File: src/rtl/spi_rx_fifo.sv
// Receive FIFO between the SPI byte deserialiser and the reader side.
// Pushes on each rising edge of the write strobe and pops oldest-first on rd_req.
module spi_rx_fifo #(
   parameter int DATA_W = 8,
   parameter int ADDR_W = 3
) (
   input  logic              clk,
   input  logic              rst,
   input  logic              flush,
   input  logic              wr_strobe,
   input  logic [DATA_W-1:0] wr_data,
   input  logic              rd_req,
   output logic              rd_valid,
   output logic [DATA_W-1:0] rd_data,
   output logic [ADDR_W:0]   count,
   output logic              empty,
   output logic              full,
   output logic              overflow,
   output logic              underflow
);

   localparam int DEPTH = 1 << ADDR_W;
   localparam logic [ADDR_W:0] DEPTH_C = DEPTH[ADDR_W:0];

   logic [DATA_W-1:0] r_mem [DEPTH];
   logic [ADDR_W-1:0] r_wrPtr;
   logic [ADDR_W-1:0] r_rdPtr;
   logic [ADDR_W:0]   r_count;
   logic [DATA_W-1:0] r_rdData;
   logic              r_rdValid;
   logic              r_overflow;
   logic              r_underflow;
   logic              r_s1;
   logic              r_s2;
   logic [DATA_W-1:0] r_d1;

   logic w_empty;
   logic w_full;
   logic w_pushReq;
   logic w_pop;
   logic w_push;

   assign w_empty   = (r_count == '0);
   assign w_full    = (r_count == DEPTH_C);
   assign w_pushReq = r_s1 & ~r_s2;
   assign w_pop     = rd_req & ~w_empty;
   // A full FIFO still takes a push when a pop frees a slot in the same cycle.
   assign w_push    = w_pushReq & (~w_full | w_pop);

   always_ff @(posedge clk) begin
      if (!rst && !flush && w_push) begin
         r_mem[r_wrPtr] <= r_d1;
      end
   end

   always_ff @(posedge clk) begin
      if (rst) begin
         r_wrPtr     <= '0;
         r_rdPtr     <= '0;
         r_count     <= '0;
         r_rdData    <= '0;
         r_rdValid   <= 1'b0;
         r_overflow  <= 1'b0;
         r_underflow <= 1'b0;
         r_s1        <= 1'b0;
         r_s2        <= 1'b0;
         r_d1        <= '0;
      end else begin
         r_s1 <= wr_strobe;
         r_s2 <= r_s1;
         r_d1 <= wr_data;
         // Flush drops contents and errors but keeps rd_data and the strobe synchroniser.
         if (flush) begin
            r_wrPtr     <= '0;
            r_rdPtr     <= '0;
            r_count     <= '0;
            r_rdValid   <= 1'b0;
            r_overflow  <= 1'b0;
            r_underflow <= 1'b0;
         end else begin
            r_rdValid <= w_pop;
            if (w_pop) begin
               r_rdData <= r_mem[r_rdPtr];
               r_rdPtr  <= r_rdPtr + 1'b1;
            end
            if (w_push) begin
               r_wrPtr <= r_wrPtr + 1'b1;
            end
            case ({w_push, w_pop})
               2'b10:   r_count <= r_count + 1'b1;
               2'b01:   r_count <= r_count - 1'b1;
               default: r_count <= r_count;
            endcase
            if (w_pushReq && !w_push) begin
               r_overflow <= 1'b1;
            end
            if (rd_req && w_empty) begin
               r_underflow <= 1'b1;
            end
         end
      end
   end

   assign rd_valid  = r_rdValid;
   assign rd_data   = r_rdData;
   assign count     = r_count;
   assign empty     = w_empty;
   assign full      = w_full;
   assign overflow  = r_overflow;
   assign underflow = r_underflow;

endmodule
File: config.mk
export PLATFORM = sky130hd
export DESIGN_NAME = spi_rx_fifo
export DESIGN_NICKNAME = d
export VERILOG_FILES = /design/src/rtl/spi_rx_fifo.sv
export SDC_FILE = /design/constraint.sdc
export NUM_CORES = 1
export LEC_CHECK = 0
export BUFFER_PORTS_ARGS = -buffer_cell sky130_fd_sc_hd__buf_2
export CAP_MARGIN = 20
export CORE_MARGIN = 2
export CORE_UTILIZATION = 53
export DETAILED_ROUTE_END_ITERATION = 12
export PLACE_DENSITY_LB_ADDON = 0.08
export SYNTH_ARGS = -nofsm -noshare
export SYNTH_HDL_FRONTEND = slang
export SYNTH_SLANG_ARGS = --single-unit
File: constraint.sdc
create_clock -name clk -period 2.2 [get_ports clk]
set_input_delay 0.33 -clock clk [delete_from_list [all_inputs] [get_ports clk]]
set_output_delay 0.33 -clock clk [all_outputs]
set_load 0.005 [all_outputs]
==> out/results.txt <==
outcome = completed
leading area contributor after synthesis = edfxtp_1
routed via count = 2,127
mapped cell area = 3780 sq um
die area = 7830 sq um
pin count of the biggest net entering global routing = 19
Achievable Freq = 463 MHz
die width = 88.5 um
CTS tree = done
final setup violating endpoints = 0
initial antenna violation count = 0
Final Hold Viols = 0
first-pass GRT wire length = 11,300 um
root buffer selected by CTS = clkbuf_8
FILL cells = 533
Die H = 88.5 um
drt initial violations = 158
Area Overhead vs Synth = 16.0%
Pleak = 1.53 nW
port bufs = 29
Vias/cell = 5.43
non-filler instance count after layout = 392
top cell family by delay on the critical path = simple AND/OR/NAND/NOR gates
startpoint types = flip-flop
Avg WL per Cell = 18.1 um
clk_skew = 0.00946 ns
Power Total = 3.29 mW
Worst Path Required = 2.17 ns
DRT antenna net count = 0
Core Area = 6870 sq um
critical path class = flip-flop to flip-flop
ys flop type = edfxtp_1
number of CTS-inserted buffers = 9
Initial Util = 55.1%
DRT Wirelength = 7110 um
nets = 309
worst path bufs/invs = 1
Syn. warnings = 0
DRT Pass-1 Iters = 5
PD cells = 749 nW/um^2
layout cells sized above 1 = 32.8%
FP Rows = 30
Tmin final = 2.16 ns
RSZ-0062 raised after global routing = yes
count leader, synth = edfxtp_1
CP endpoint kind = flip-flop
Hold Crit Class = input pin to flip-flop
RePlAce Congestion = 0.855
I/O pins = 30
diode count = 0
Worst-path clk slew = 0.10 ns
Rel. slew slack = 32.8%
Clock Path Buffers = 2
maxcap violations = 0
critical-path cell list = nor2b_1, buf_4, o2111ai_1, nor2_1
Post-synth EDFFs = 64
Least-Margin Pin Slew = 1.00 ns
Netlist cell types = 44
All-Layer GR Usage = 20.1%
Clk Latency, worst-skew pair = 0.35 ns
Post-Syn Area per Cell = 15.6 sq um
Max FO, Critical Path = 8
pins over their slew limit = 0
CP arrival = 2.13 ns
sequential share of the synthesized area = 67.2%
synthesis-stage register bit count = 95
Residual DRC = 0
global route total overflow = 0
vias in the first global route = 2,089
H-tree lvl count = 3
placed cell count = 375
post-synthesis cell count = 243
Critical Path Max Stage Delay = 0.83 ns
post-detailed-placement half-perimeter wirelength = 4490 um
Syn Nets = 261
final core occ = 63.9%
Register Area = 2540 sq um
top post-synthesis cells by area = edfxtp_1 51%, dfxtp_1 16%, mux4_2 9.5%, nor2_1 2.8%, mux2i_1 2.6%
Max VDD drop = 471 uV
CTS sink cnt = 95
crit share post-route = 98.3%
top-area cell type share of the netlist area = 50.8%
synth cell count leaders = 64 x edfxtp_1, 31 x dfxtp_1, 28 x nor2_1
multi-input logic area = 1190 sq um
Synth async-reset ratio = 0%
CP max-delay cell = nor2_1
## flip-flops by register name, summed over array words and instances (netlist names)
signal,flops
count,4
overflow,1
r_d1,8
r_mem,64
r_rdPtr,3
r_s1,1
r_s2,1
r_wrPtr,3
rd_data,8
rd_valid,1
underflow,1
## per-stage QoR
stage	worst slack (ns)	cell area, sq um	hold WS [ns]	setup TNS, ns
final	0.0384	4390	0.185	0
after global routing	-0.0669	4390	0.175	-0.900
after CTS	0.0386	4360	0.170	0
after detailed placement	0.0216	4150	0.451	0
after global placement	0.0360	4130	0.444	0
after floorplan	-0.00167	3810	0.444	-0.0133
## placed cells by master, fill, tap and decap left out, types with 2 or more instances in the layout
cell	instances
buf_4	20
nor3_1	6
clkbuf_8	11
xor2_1	3
xnor2_1	2
nand2_1	4
buf_2	29
nor2_1	28
ha_1	3
a211oi_1	10
edfxtp_1	64
nand2b_1	2
nor2b_1	11
or3_1	2
o21ai_2	2
mux2i_1	10
a21oi_1	5
dfxtp_1	30
mux4_2	16
nand3b_1	2
or2_2	2
clkinv_4	2
inv_1	4
## worst paths after layout
path | depth (start not counted) | slack [ns] | startpoint | end
hold / removal | 2 | 0.19 | wr_data[5] | r_d1[5]
setup / recovery | 4 | 0.04 | r_s1 | r_mem[7][3]
setup reg to reg | 4 | 0.04 | r_s1 | r_mem[7][3]
hold reg to reg | 2 | 0.47 | overflow | overflow
## power breakdown
group          internal, mW  leakage, nW  switching, mW
sequential             1.92        0.841         0.0229
combinational        0.0695        0.586         0.0748
clock                 0.596        0.106          0.603
## logic make-up (layout without fill, tap and decap cells)
| logic type | after synthesis | count (layout) | synth area share, % |
|---|---|---|---|
| mux | 26 | 26 | 12.2 |
| buf+inv | 18 | 71 | 2.55 |
| xor+xnor | 5 | 5 | 1.16 |
| compound gates | 28 | 28 | 5.99 |
| fa+ha+maj | 5 | 5 | 1.85 |
| simple gates | 66 | 66 | 9.09 |
| flops | 95 | 95 | 67.2 |
## repair_timing
| item | 4_1_cts | 5_1_grt |
|---|---|---|
| setup endpoints to repair | 0 | 18 |
| hold buffers | 0 | 0 |
| buffers inserted | 0 | 1 |
| resized for setup | 0 | 3 |
## area by class of cell
cell class / count / share of cell area, %
inverter: 5 / 0.427
timing repair buffer: 50 / 6.98
sequential: 95 / 57.9
tap: 96 / 2.74
clock inverter: 5 / 1.45
multi-input combinational: 130 / 27.0
clock buffer: 11 / 3.45
## per-layer routing
metal,track usage (%),up-vias,routed length (um)
li1,-,1010,-
met1,30.0,1068,3420
met2,30.7,45,3420
met3,3.36,4,260
met4,6.20,0,22
met5,0,-,0
Note: power is estimated with default switching activity, not from simulation.
